$ cat config.mk
export PLATFORM = sky130hd
export DESIGN_NAME = bcd_updown_counter
export DESIGN_NICKNAME = d
export VERILOG_FILES = /design/src/rtl/bcd_updown_counter.sv
export SDC_FILE = /design/constraint.sdc
export NUM_CORES = 1
export LEC_CHECK = 0
export CAP_MARGIN = 20
export CORE_MARGIN = 3
export CORE_UTILIZATION = 50
export CTS_CLUSTER_DIAMETER = 100
export CTS_CLUSTER_SIZE = 25
export DETAILED_ROUTE_END_ITERATION = 10
export DONT_BUFFER_PORTS = 1
export GPL_TIMING_DRIVEN = 0
export PLACE_DENSITY = 0.74
export SLEW_MARGIN = 40
export SYNTH_ARGS = -nofsm -noshare
export SYNTH_HDL_FRONTEND = slang
export SYNTH_SLANG_ARGS = --single-unit
$ cat constraint.sdc
create_clock -name clk -period 2.44 [get_ports clk]
set_input_delay 0.122 -clock clk [delete_from_list [all_inputs] [get_ports clk]]
set_output_delay 0.122 -clock clk [all_outputs]
set_load 0.05 [all_outputs]
$ cat src/rtl/bcd_updown_counter.sv
// ---------------------------------------------------------------------------
// bcd_updown_counter
//
// Registered multi-digit BCD up/down counter. The digits form a carry/borrow
// chain: digit 0 always steps, and each higher digit steps only when every
// digit below it wrapped on the same step. A prescaler turns the enable into
// one count step every DIV enabled clocks. A parallel load sanitises each
// digit and records whether any digit was out of BCD range. A one-cycle
// terminal-count pulse marks a full wrap of the whole counter.
//
// Parameters:
//   DIGITS     number of BCD digits (1..4)
//   DIV        enabled clocks per count step (1..65535)
//
// Ports:
//   clk        rising-edge clock
//   rst_n      asynchronous active-low reset
//   en         count enable (en=0 holds the count and restarts the prescaler)
//   dir        1 = count up, 0 = count down, sampled on the tick edge
//   load       synchronous parallel load, takes priority over counting
//   load_data  BCD load value, digit 0 in bits [3:0]
//   count      registered BCD count, digit 0 in bits [3:0]
//   tc         one-cycle pulse, high with the first wrapped count
//   err        sticky flag: the last load held a non-BCD digit
// ---------------------------------------------------------------------------
module bcd_updown_counter #(
  parameter int DIGITS = 2,
  parameter int DIV    = 1
) (
  input  logic                  clk,
  input  logic                  rst_n,
  input  logic                  en,
  input  logic                  dir,
  input  logic                  load,
  input  logic [4*DIGITS-1:0]   load_data,
  output logic [4*DIGITS-1:0]   count,
  output logic                  tc,
  output logic                  err
);

  localparam int DW = (DIV > 1) ? $clog2(DIV) : 1;

  logic [DW-1:0]        div_cnt;
  logic                 tick;
  logic [4*DIGITS-1:0]  step_count;
  logic                 wrap;
  logic [4*DIGITS-1:0]  load_clean;
  logic                 load_bad;

  // A tick is the enabled edge on which the prescaler sits at its last value.
  assign tick = en && (div_cnt == DW'(DIV - 1));

  // Next count for one step in the sampled direction. The chain flag is the
  // carry/borrow into the current digit; if it survives past the top digit,
  // every digit wrapped and this step is a terminal-count wrap.
  always_comb begin
    logic       chain;
    logic [3:0] digit;
    logic [3:0] next_digit;
    logic       carry;
    chain      = 1'b1;
    digit      = 4'd0;
    next_digit = 4'd0;
    carry      = 1'b0;
    step_count = count;
    for (int i = 0; i < DIGITS; i++) begin
      digit = count[4*i +: 4];
      if (chain) begin
        if (dir) begin
          if (digit >= 4'd9) begin
            next_digit = 4'd0;
            carry      = 1'b1;
          end else begin
            next_digit = digit + 4'd1;
            carry      = 1'b0;
          end
        end else begin
          if (digit == 4'd0) begin
            next_digit = 4'd9;
            carry      = 1'b1;
          end else begin
            next_digit = digit - 4'd1;
            carry      = 1'b0;
          end
        end
        step_count[4*i +: 4] = next_digit;
        chain                = carry;
      end
    end
    wrap = chain;
  end

  // Out-of-range load digits become 0 so the count never holds a non-BCD
  // digit; the error flag remembers that it happened.
  always_comb begin
    load_clean = load_data;
    load_bad   = 1'b0;
    for (int i = 0; i < DIGITS; i++) begin
      if (load_data[4*i +: 4] > 4'd9) begin
        load_clean[4*i +: 4] = 4'd0;
        load_bad             = 1'b1;
      end
    end
  end

  // State update: load beats a count step, which beats hold. Dropping en
  // restarts the prescaler so the next step needs a full DIV enabled edges.
  always_ff @(posedge clk or negedge rst_n) begin
    if (!rst_n) begin
      count   <= '0;
      tc      <= 1'b0;
      err     <= 1'b0;
      div_cnt <= '0;
    end else if (load) begin
      count   <= load_clean;
      err     <= load_bad;
      tc      <= 1'b0;
      div_cnt <= '0;
    end else if (tick) begin
      count   <= step_count;
      tc      <= wrap;
      div_cnt <= '0;
    end else if (en) begin
      div_cnt <= div_cnt + DW'(1);
      tc      <= 1'b0;
    end else begin
      div_cnt <= '0;
      tc      <= 1'b0;
    end
  end

endmodule

Word level (Yosys, flattened, before mapping)
Index checks and enable logic that the tools add are counted.
{"block": "op_classes", "addsub": 5, "mul": 0, "div": 0, "n_lt_le_gt_ge": 4, "eq_ne": 0, "shift": 0, "muxes": 25, "bitwise": 1, "n_reduce_logical": 6}
{"operator": "4-bit 2-to-1 mux", "count": 9}
{"operator": "8-bit 2-to-1 mux", "count": 2}
{"operator": "1-bit 2-to-1 mux", "count": 14}
{"operator": "4-bit by 1-bit adder with 4-bit output (second input constant)", "count": 2}
{"operator": "4-bit >= comparator (second input constant)", "count": 2}
{"operator": "4-bit > comparator (second input constant)", "count": 2}
{"operator": "4-bit logical NOT", "count": 2}
{"operator": "4-bit by 1-bit subtractor with 4-bit output (second input constant)", "count": 2}
{"operator": "2-bit nonzero test", "count": 2}
{"operator": "2-bit AND reduction", "count": 1}
{"operator": "1-bit adder (second input constant)", "count": 1}
{"operator": "1-bit logical AND", "count": 1}
{"operator": "1-bit inverter", "count": 1}
{"block": "totals", "reg_bits": 11, "latchBits": 0, "ram_bits": 0, "rom_bits": 0, "in_bits": 13, "output_inout_bits": 10, "word_cells": 46, "mem_count": 0}

Logic depth before layout (Yosys ltp)
Gate-level depths: netlist (run 1).
{"block": "logic_depth", "word_depth": 6, "depth_mapped": 6, "ltp_nobuf": 6}

Least setup slack after synthesis (run 1)
No wires, ideal clock.
{"block": "synth_timing", "path_type": "flip-flop to flip-flop", "from": "register count[0]", "to": "register count[6]", "setup_time_ns": 0.082, "arrival_time_ns": 2.177, "required_ns": 2.358, "setup_slack_ns": 0.181, "stages_incl_launch_ff": 7, "path_buffers": 0, "period_less_slack_ns": 2.259, "cell_sequence": "dfrtp_1 -> inv_1 -> ha_1 -> or3b_4 -> o32a_4 -> a311o_1 -> a22oi_2"}
{"block": "synth_between", "elab_chain_cells": 5}
{"item": "start: declaration", "line": "36", "text": "output logic [4*DIGITS-1:0] count,"}
{"item": "start signal: assignment", "line": "115", "text": "count <= load_clean;"}
{"item": "start signal: assignment", "line": "120", "text": "count <= step_count;"}
{"item": "4-bit >= comparator / 4-bit logical NOT (equally long branches)", "line": "70, 78"}
{"item": "1-bit 2-to-1 mux, on equally long branches", "line": "70, 78"}
{"item": "1-bit 2-to-1 mux (*)", "line": "69", "text": "if (dir) begin"}
{"item": "2-bit nonzero test (no source line) (*)"}
{"item": "2-bit AND reduction (no source line) (*)"}
Mark *: on every way between the ends. The rest lies on a longest branch, timed or not.
A chain may end at the register's enable or synchronous reset.

Worst setup path after layout (run 1)
Same ends and word-level chain as after synthesis.

==> impl_results.md, run 1 <==
- Slew Limit Fails: 0
- Gr usage total: ~20%
- Core area: approximately 1800 um^2
- Post-synthesis compound-gate area fraction: 26.3%
- Met2 WL: approximately 1100 um
- Layout Utilization: around 61%
- Period utilisation layout: a little over nine tenths
- Port Buf Inserts: 0
- Worst slew pin tran: 0.512 ns
- Final hold slack: 0.0157 ns
- Met3 wire length: 156 um
- Total grt overflow: 0
- Die Y: 51.7 um
- Largest family of logic cells by synthesized area: simple AND/OR/NAND/NOR gates
- Half-perimeter wire length after placement: between 1500 and 2000 um
- Multi-input gate area: around 700 um^2
- Ys flop type: dfrtp_1
- Rel. slew slack: between 60% and 70%
- Die area: around 2700 um^2
- Critical path class: register to register
- Post-Synth Adder-Cell Area: 8.37%
- Final hold vios: 0
- Count leader, synth: dfrtp_1
- XOR/XNOR Fraction of Synth Area: 0.837%
- Top-area cell type share of the netlist area: about a quarter
- Vias in the first global route: roughly 900
- Area grow syn2layout: 7.89%
- Dominant cells by area after synthesis: dfrtp_1 (24%), ha_1 (8.4%), buf_6 (5.4%)
- Post-Syn Area: approximately 1000 um^2
- Initial antenna violation count: 0
- Post-Route WL: between 2000 and 2500 um
- Avg Cell Area, Syn: 8.94 um^2
- Post-Syn Instances: ~120
- Synthesized flop and latch total: 10
- Post-synth top area cell: dfrtp_1
- FP Rows: 15
- Register area: approximately 260 um^2
- Vias: just over 900
- Wire per inst: around 16 um
- CTS max path bufs: 2
- Worst min-delay path class: input pin to register
- # setup viols final: 0
- Post-CTS setup buffer count: 0
- Crit path DAT: roughly 2.5 ns
- Number of synthesized flops with an enable pin: 0
- Multiplexer share of the synthesized area: 2.51%
- Clk_lat worst skew: roughly 0.27 ns
- H-tree depth: 1
- Initial drt markers: 34
- Share of layout cells above drive strength 1: 23.0%
- Share of synthesized registers carrying an async set or reset: 100%
- First-pass GRT wire length: 3990 um
- Num CTS Buffers: 3
- Syn_nets: about 140
- Placed Instances: about 140
- # nets final: approximately 140
- RSZ-0062 raised after global routing: false
- Max rail drop VDD: between 300 and 400 uV
- Initial Utilization: a little under three fifths
- Sequential-to-total area share from yosys stat: 23.9%
- GP Congestion: 0.892
- Clock skew: slightly above 0.008 ns
- Fmax: ~430 MHz
- Final Cell Area: between 1000 and 1500 um^2
- Root Driver: clkbuf_4
- Fillers: roughly 160
- # diodes: 0
- CP Max Fanout: 9
- Outcome: completed
- Die Span X: between 50 and 60 um
- I/O pins: 23
- Critical Path RT: roughly 2.6 ns
- LEAKAGE: ~0.45 nW
- CTS tree: done
- CP Launch Type: register
- Final Non-Filler Cells: roughly 150
- DR vias/cell: between 6 and 7
- DR pass1 iterations: 4
- Max Cap Violations: 0
- Min Tclk post-route: roughly 2.3 ns
- Post-place instance area: around 1100 um^2
- Design Power: 657 uW
- Post-Synth Simple-Gate Area: roughly 28%
- Distinct cells, synth: just under 50
- CTS sink cnt: 10
- Post-route DRC violation count: 0
- Top Layer Used: met4
- Power density over cell area: approximately 580 nW/um^2
- CTS clk-pin slew, worst paths: roughly 0.07 ns
- Yosys warning count: 0
- Met1 Wirelength: 1090 um
- Worst setup EP type: register
- Synth top cells by count: dfrtp_1 (10), nor2_1 (8), ha_1 (7), inv_1 (7), o21ai_0 (7)
- Antenna-violating nets left: 0
- Largest net degree at the start of global routing: 11
==> per-stage QoR <==
stage / TNS, ns / setup slack [ns]
global route: 0 / 0.0233
floorplan: 0 / 0.181
finish: 0 / 0.106
detailed placement: -0.00497 / -0.00497
CTS: 0 / 0.00955
global placement: 0 / 0.0156
==> layer usage <==
metal	track usage, %	vias up
li1	-	450
met1	26.8	437
met2	30.9	38
met3	3.44	4
met4	8.30	0
met5	0	-
==> state kept, by name, summed over array words and instances, names as in the netlist <==
register and cells:
tc 1, count 8, err 1
==> path summary, 6_finish.rpt <==
path	startpoint	endpoint	slack, ns	cells after the start
setup / recovery	count[0]	count[6]	0.11	6
hold / removal	load_data[5]	count[5]	0.02	2
setup reg to reg	count[0]	count[6]	0.11	6
hold reg to reg	count[5]	count[5]	0.84	2
max in group asynchronous	rst_n	count[0]	1.87	1
min in group asynchronous	rst_n	count[6]	0.23	1
==> where the power goes <==
part           total (mW)  switching, mW  leakage, nW  internal [mW]
Combinational       0.234          0.120        0.310          0.114
Clock               0.148         0.0574       0.0210         0.0906
Sequential          0.275         0.0908        0.121          0.184
Total               0.657          0.268        0.452          0.389
==> cells in the final DEF, fill, tap and decap left out, types with 2 or more instances in the layout <==
master / n
nor2_1: 8
inv_1: 7
o21ai_0: 7
ha_1: 7
a21oi_1: 6
dfrtp_1: 6
buf_6: 5
nor3_1: 5
a31oi_1: 4
nand2b_1: 4
dfrtp_2: 4
nand3_1: 3
nor3b_1: 3
nand2_1: 3
a211oi_1: 3
clkbuf_4: 3
buf_4: 2
o21bai_1: 2
o31a_1: 2
and2_2: 2
a32o_1: 2
or2b_1: 2
and2b_2: 2
==> cells by family (layout without fill, tap and decap cells) <==
family | Yosys count | count (layout)
XOR/XNOR | 1 | 1
multiplexers | 1 | 1
adder cells (fa/ha/maj) | 7 | 7
AND/OR/NAND/NOR | 45 | 45
buffers and inverters | 17 | 22
AO/OA/AOI/OAI | 36 | 36
flip-flops | 10 | 10
==> layout make-up <==
class | count | area share (%)
inverter | 8 | 2.66
multi-input combinational | 90 | 60.8
sequential | 10 | 22.6
buffer | 9 | 7.10
timing repair buffer | 1 | 0.887
clock buffer | 4 | 3.22
tap | 25 | 2.77
==> repair_timing <==
action / 4_1_cts / 5_1_grt
resized for setup: 1 / 3
hold endpoints to repair: 10 / 0
hold buffers: 1 / 0
endpoints found under the setup margin: 1 / 4
==> critical path, stage by stage, from the launching register on <==
cell and delay (ns):
dfrtp_2 0.55, inv_1 0.16, ha_1 0.27, or3b_4 0.44
o32a_4 0.37, a311o_1 0.36, a22oi_2 0.12
Note: power is estimated with default switching activity, not from simulation.
==> inputs of run 2 (changes only) <==
ABC_AREA = 1   (was default)
==> run 2 against run 1 <==
Clock-buffer cell count is the same. Clock skew shrank 0.0014 ns. Combinational power grew 17%. First-iteration DRC count is 24% lower. Setup slack better by 0.25 ns. Highest routed layer unchanged.
==> impl_results.md, run 2 <==
- Outcome: completed
- Placed Instances: 152 (+7.0%)
- Post-Syn Area: 915 um^2 (-13%)
- Die area: 2380 um^2 (-11%)
- Clock skew: 0.00668 ns (-0.00138 ns)
- Count leader, synth: nand2_1
- Number of synthesized flops with an enable pin: 0 (unchanged)
- Die Y: 48.8 um (-5.7%)
- Post-Route WL: 1980 um (-16%)
- Initial drt markers: 26 (-24%)
- CP max stage cell: dfrtp_1
- CP Launch Type: register
- Crit path DAT: 2.24 ns (-0.29 ns)
- H-tree depth: 1 (unchanged)
- Min Tclk post-route: 2.09 ns (-0.246 ns)
- Sequential-to-total area share from yosys stat: 27.4% (+3.4 points)
- Slew Limit Fails: 0 (unchanged)
- Max reg flops: 8 (unchanged)
- Post-route DRC violation count: 0 (unchanged)
- LEAKAGE: 0.481 nW (+6.4%)
- TNS Setup: 0 ns (unchanged)
- Half-perimeter wire length after placement: 1580 um (-9.6%)
- Avg Cell Area, Syn: 7.15 um^2 (-20%)
- Yosys warning count: 0 (unchanged)
- CP top delay family: flip-flops
- Initial Utilization: 56.8% (-0.12 points)
- Max Cap Violations: 0 (unchanged)
- Post-synth top area cell: dfrtp_1
- FP Rows: 14 (-1)
- Num CTS Buffers: 3 (unchanged)
- Final Non-Filler Cells: 158 (+7.5%)
- Rel. slew slack: 51.8% (-14 points)
- I/O pins: 23 (unchanged)
- Most used cell, CP: nand2_1
- # diodes: 0 (unchanged)
- CP Max Fanout: 9 (unchanged)
- Ys flop type: dfrtp_1
- Core area: 1610 um^2 (-12%)
- Buf/Inv on CP: 1 (unchanged)
- Most flops, register: count
- Fillers: 151 (-7.9%)
- Die Span X: 48.8 um (-5.7%)
- Most frequent cells in the layout: nand2_1 (20), nand3_1 (17), inv_1 (13), nor2_1 (11), dfrtp_1 (10)
- Worst min-delay path class: input pin to register
- Initial antenna violation count: 0 (unchanged)
- Synth top cells by count: nand2_1 (20), nand3_1 (17), inv_1 (13)
- Final Cell Area: 1000 um^2 (-11%)
- CTS clk-pin slew, worst paths: 0.07 ns (about the same)
- Max rail drop VDD: 577 uV (+53%)
- Wire per inst: 12.5 um (-21%)
- Int Pwr: 387 uW (-0.37%)
- Final hold slack: 0.0234 ns (+0.00766 ns)
- NetSw: 363 uW (+36%)
- Share of synthesized registers carrying an async set or reset: 100% (unchanged)
- Period utilisation layout: 85.6% (-10 points)
- Critical Path RT: 2.59 ns (-0.04 ns)
- Syn_nets: 148 (+8.0%)
- R2R depth: 8 (+2)
- Comb power frac: 36.3% (+0.7 points)
- Worst slew pin tran: 0.723 ns (+0.211 ns)
- Area grow syn2layout: 9.44%
- CTS sink cnt: 10 (unchanged)
- DR vias/cell: 5.49 (-13%)
- Stages on worst setup path: 8 (+2)
- Final hold vios: 0 (unchanged)
- Distinct cells, synth: 27 (-45%)
- Largest net degree at the start of global routing: 11 (unchanged)
- GP Congestion: 0.871 (-2.3%)
- First-pass GRT wire length: 3420 um (-14%)
- Critical path class: register to register
- # setup viols final: 0 (unchanged)
- Worst setup EP type: register
- Share of layout cells above drive strength 1: 13.4% (-9.5 points)
- Hold depth: 2 (unchanged)
- Post-place instance area: 945 um^2 (-12%)
- Switching part of the total: 48.4% (+7.6 points)
- Largest regs: count (8), err (1), tc (1)
- Resized cells post-CTS: 0 (-1)
- Dominant cells by area after synthesis: dfrtp_1 (27%), ha_1 (9.6%), nand3_1 (9.3%)
- Port Buf Inserts: 0 (unchanged)
- DR pass1 iterations: 4 (unchanged)
- Post-Syn Instances: 128 (+9.4%)
- Commonest non-fill, non-tap cell in the layout: nand2_1
- Vias: 867 (-6.7%)
- Vias in the first global route: 803 (-10%)
- Clock share of power: 19.6% (-2.9 points)
- Reg power frac: 44.1% (+2.2 points)
- Gr usage total: 18.0% (-1.8 points)
- CTS max path bufs: 2 (unchanged)
- Top-area cell type share of the netlist area: 27.4% (+3.4 points)
- Fmax: 479 MHz (+12%)
- # nets final: 155 (+8.4%)
- CP cell instances: inv_1, ha_1, nand3b_1, a21oi_1, o21ai_0, nand2_1, nand2_1, nand2_1
- Root Driver: clkbuf_4
- Total grt overflow: 0 (unchanged)
- CTS tree: done
- RSZ-0062 raised after global routing: false
- Max incr delay on CP: 0.80 ns (+0.25 ns)
- Power density over cell area: 750 nW/um^2 (+29%)
- Synthesized flop and latch total: 10 (unchanged)
- Clk_lat worst skew: 0.26 ns (about the same)
- Antenna-violating nets left: 0 (unchanged)
## run 2: cell count changes in the layout (fill, tap and decap cells not counted), sizes merged, moves of 4 or more
cell and change:
nand2b -4, inv +8, nand2 +21, buf -4, nand3 +16
## run 2: cell families (layout without fill, tap and decap cells)
family / after synthesis / count (layout) / share of synthesized area (%)
simple gates: 61 / 61 / 34.1
flops: 10 / 10 / 27.4
buf+inv: 20 / 26 / 8.62
compound gates: 26 / 26 / 16.6
fa+ha+maj: 7 / 7 / 9.58
xor+xnor: 4 / 4 / 3.83
## run 2: path summary, 6_finish.rpt
kind / from / end / slack, ns
max: count[4] / count[4] / 0.35
min: en / count[2] / 0.02
max reg2reg: count[4] / count[4] / 0.35
min reg2reg: err / err / 0.80
max in group asynchronous: rst_n / count[1] / 1.88
min in group asynchronous: rst_n / count[6] / 0.24
## run 2: metrics by stage
step	setup WS (ns)	util (%)	power (mW)
2_1_floorplan	0.659	-	0.547
3_3_place_gp	0.416	58.6	0.595
3_5_place_dp	0.413	58.6	0.601
4_1_cts	0.402	62.1	0.753
5_1_grt	0.272	62.1	0.809
6_report	0.352	62.1	0.751
## run 2: power groups by stage
stage          sequential, mW  combinational (mW)  clock [mW]
2_1_floorplan           0.323               0.224           0
3_3_place_gp            0.335               0.261           0
3_5_place_dp            0.336               0.265           0
4_1_cts                 0.332               0.273       0.148
5_1_grt                 0.337               0.314       0.158
6_report                0.331               0.273       0.147
## run 2: repair_timing
item | in CTS | in global routing
hold buffers | 2 | 0
buffers inserted | 0 | 0
hold endpoints to repair | 11 | 0
## run 2: layer usage
layer  GRT usage (%)  vias to the layer above  part of all wire, %
met5               0                        -                    0
met2            27.6                       38                   44
met3            1.53                        5                  7.2
met4            9.00                        0                  1.7
met1            25.2                      374                   47
li1                -                      450                    -
## run 2: final cells by class
cell class / count / area [um^2] / area share [%]
repair buffers: 2 / 20.0 / 2.00
well taps: 24 / 30.0 / 3.00
clock buffers: 4 / 36.3 / 3.62
inverters: 16 / 60.1 / 6.00
flip-flops and latches: 10 / 250 / 25.0
plain buffers: 4 / 18.8 / 1.88
multi-input cells: 98 / 586 / 58.5
==> inputs of run 3 (changes only) <==
--- a/config.mk
+++ b/config.mk
@@ -10,3 +10,3 @@
 export CORE_MARGIN = 3
-export CORE_UTILIZATION = 50
+export CORE_UTILIZATION = 35
 export CTS_CLUSTER_DIAMETER = 100
@@ -16,3 +16,3 @@
 export GPL_TIMING_DRIVEN = 0
-export PLACE_DENSITY = 0.74
+export PLACE_DENSITY = 0.58
 export SLEW_MARGIN = 40
--- a/constraint.sdc
+++ b/constraint.sdc
@@ -3,2 +3,2 @@
 set_output_delay 0.122 -clock clk [all_outputs]
-set_load 0.05 [all_outputs]
+set_load 0.02 [all_outputs]
==> run 3 against run 2 <==
Global-route usage is 3.8 points lower. Largest power group is now combinational logic. Setup slack better by 0.28 ns. Critical endpoint unchanged. Combinational power is 1% higher. Critical path type unchanged. Highest routed layer unchanged. Largest cell class unchanged.
==> impl_results.md, run 3 (synthesis results as in run 2) <==
- # nets final: 155 (unchanged)
- Max incr delay on CP: 0.62 ns (-0.18 ns)
- Worst min-delay path class: input pin to register
- Period utilisation layout: 74.2% (-11 points)
- Core area: 2340 um^2 (+45%)
- Outcome: completed
- Root Driver: clkbuf_4
- Min Tclk post-route: 1.81 ns (-0.278 ns)
- Most used cell, CP: nand2_1
- Area grow syn2layout: 9.99%
- R2R depth: 8 (unchanged)
- Post-place instance area: 950 um^2 (+0.53%)
- Share of layout cells above drive strength 1: 13.4% (unchanged)
- Critical Path RT: 2.59 ns (about the same)
- Clock skew: 0.00735 ns (+0.000672 ns)
- CTS max path bufs: 2 (unchanged)
- Pre-CTS setup slack: 0.647 ns (+0.234 ns)
- Fillers: 253 (+68%)
- Design Power: 696 uW (-7.3%)
- Post-CTS setup buffer count: 0 (unchanged)
- I/O pins: 23 (unchanged)
- Port Buf Inserts: 0 (unchanged)
- # setup viols final: 0 (unchanged)
- Final Cell Area: 1010 um^2 (+0.50%)
- TNS Setup: 0 ns (unchanged)
- Placed Instances: 156 (+2.6%)
- Die Span X: 57.1 um (+17%)
- Max rail drop VDD: 510 uV (-12%)
- CP max stage cell: dfrtp_1
- CTS sink cnt: 10 (unchanged)
- Worst r2r src: count[4]
- Final hold vios: 0 (unchanged)
- Commonest non-fill, non-tap cell in the layout: nand2_1
- Total grt overflow: 0 (unchanged)
- R2R Setup Slk: 0.63 ns (+0.28 ns)
- Worst Hold End: count[3]
- Resized cells post-CTS: 0 (unchanged)
- FF-to-FF End: count[4]
- Crit path DAT: 1.96 ns (-0.28 ns)
- Rel. slew slack: 69.4% (+18 points)
- Hold depth: 2 (unchanged)
- Final Non-Filler Cells: 162 (+2.5%)
- Largest regs: count (8), err (1), tc (1)
- Clk_lat worst skew: 0.27 ns (about the same)
- # diodes: 0 (unchanged)
- First-pass GRT wire length: 3670 um (+7.5%)
- Vias: 899 (+3.7%)
- Most flops, register: count
- Power density over cell area: 692 nW/um^2 (-7.8%)
- Antenna-violating nets left: 0 (unchanged)
- Max Cap Violations: 0 (unchanged)
- DR pass1 iterations: 4 (unchanged)
- Fmax: 553 MHz (+15%)
- CTS clk-pin slew, worst paths: 0.07 ns (about the same)
- Largest net degree at the start of global routing: 11 (unchanged)
- Critical path class: register to register
- Slew Limit Fails: 0 (unchanged)
- CTS tree: done
- Post-route DRC violation count: 0 (unchanged)
- H-tree depth: 1 (unchanged)
- Post-Route WL: 2100 um (+6.2%)
- CP Launch Type: register
- Worst slew pin tran: 0.458 ns (-0.265 ns)
- Hold path startpoint: en
- Die Y: 57.1 um (+17%)
- CP cell instances: inv_1, ha_1, nand3b_1, a21oi_1, o21ai_0, nand2_1, nand2_1, nand2_1
- Vias in the first global route: 846 (+5.4%)
- Num CTS Buffers: 3 (unchanged)
- CP Max Fanout: 9 (unchanged)
- FP Rows: 17 (+3)
- Worst setup EP type: register
- Most frequent cells in the layout: nand2_1 (20), nand3_1 (17), inv_1 (13), nor2_1 (11), dfrtp_1 (10)
- Die area: 3260 um^2 (+37%)
- Initial drt markers: 32 (+23%)
- RSZ-0062 raised after global routing: false
- Initial Utilization: 39.1% (-18 points)
- Half-perimeter wire length after placement: 1690 um (+6.9%)
- DR vias/cell: 5.55 (+1.1%)
- Initial antenna violation count: 0 (unchanged)
- Max reg flops: 8 (unchanged)
- GP Congestion: 0.816 (-6.4%)
- LEAKAGE: 0.481 nW (unchanged)
- Gr usage total: 14.2% (-3.8 points)
- Final Worst Setup Slack: 0.630 ns (+0.278 ns)
- Wire per inst: 13.0 um (+3.6%)
-- run 3: cell counts in the layout (fill, tap and decap cells not counted) --
Identical to the previous run, type by type.
-- run 3: final cells by class --
cell class	count	area, um^2	area share [%]
Buffer	4	18.8	1.87
Clock buffer	4	36.3	3.61
Inverter	16	60.1	5.97
Multi-Input combinational cell	98	586	58.2
Sequential cell	10	250	24.9
Tap cell	28	35.0	3.48
Timing Repair Buffer	2	20.0	1.99
-- run 3: how the worst max path moves through the flow --
stage | cells past startpoint | to | slack [ns] | startpoint
detailed placement | 8 | count[4] | 0.65 | count[4]
finish | 8 | count[4] | 0.63 | count[4]
global route | 8 | count[4] | 0.47 | count[4]
floorplan | 8 | count[7] | 0.90 | count[0]
CTS | 8 | count[4] | 0.63 | count[4]
global placement | 8 | count[4] | 0.64 | count[4]
-- run 3: worst max-delay path, delay by kind of cell (launching register included) --
| family | cells | cell delay (ns) |
|---|---|---|
| flip-flops | 1 | 0.62 |
| AND/OR/NAND/NOR | 4 | 0.33 |
| adder cells (fa/ha/maj) | 1 | 0.26 |
| AO/OA/AOI/OAI | 2 | 0.32 |
| buffers and inverters | 1 | 0.18 |
-- run 3: timing repair --
action,CTS,global route
endpoints found under the hold margin,11,0
hold buffers,2,0
endpoints found under the setup margin,0,0
-- run 3: layer usage --
metal / global-route usage [%] / up-vias / routed length (um)
met2: 20.6 / 31 / 892
met1: 19.5 / 417 / 1040
met3: 2.49 / 6 / 119
li1: - / 445 / -
met4: 8.28 / 0 / 53
met5: 0 / - / 0
-- run 3: power by group --
group          total [mW]  switching [mW]  internal, mW
registers           0.270          0.0784         0.192
logic               0.277           0.170         0.107
clock network       0.148          0.0579        0.0906
-- run 3: stage by stage --
stage	hold WS, ns	utilization (%)
2_1_floorplan	-0.174	-
3_3_place_gp	-0.173	40.6
3_5_place_dp	-0.173	40.6
4_1_cts	0.0102	43.0
5_1_grt	0.0152	43.0
6_report	0.0104	43.0
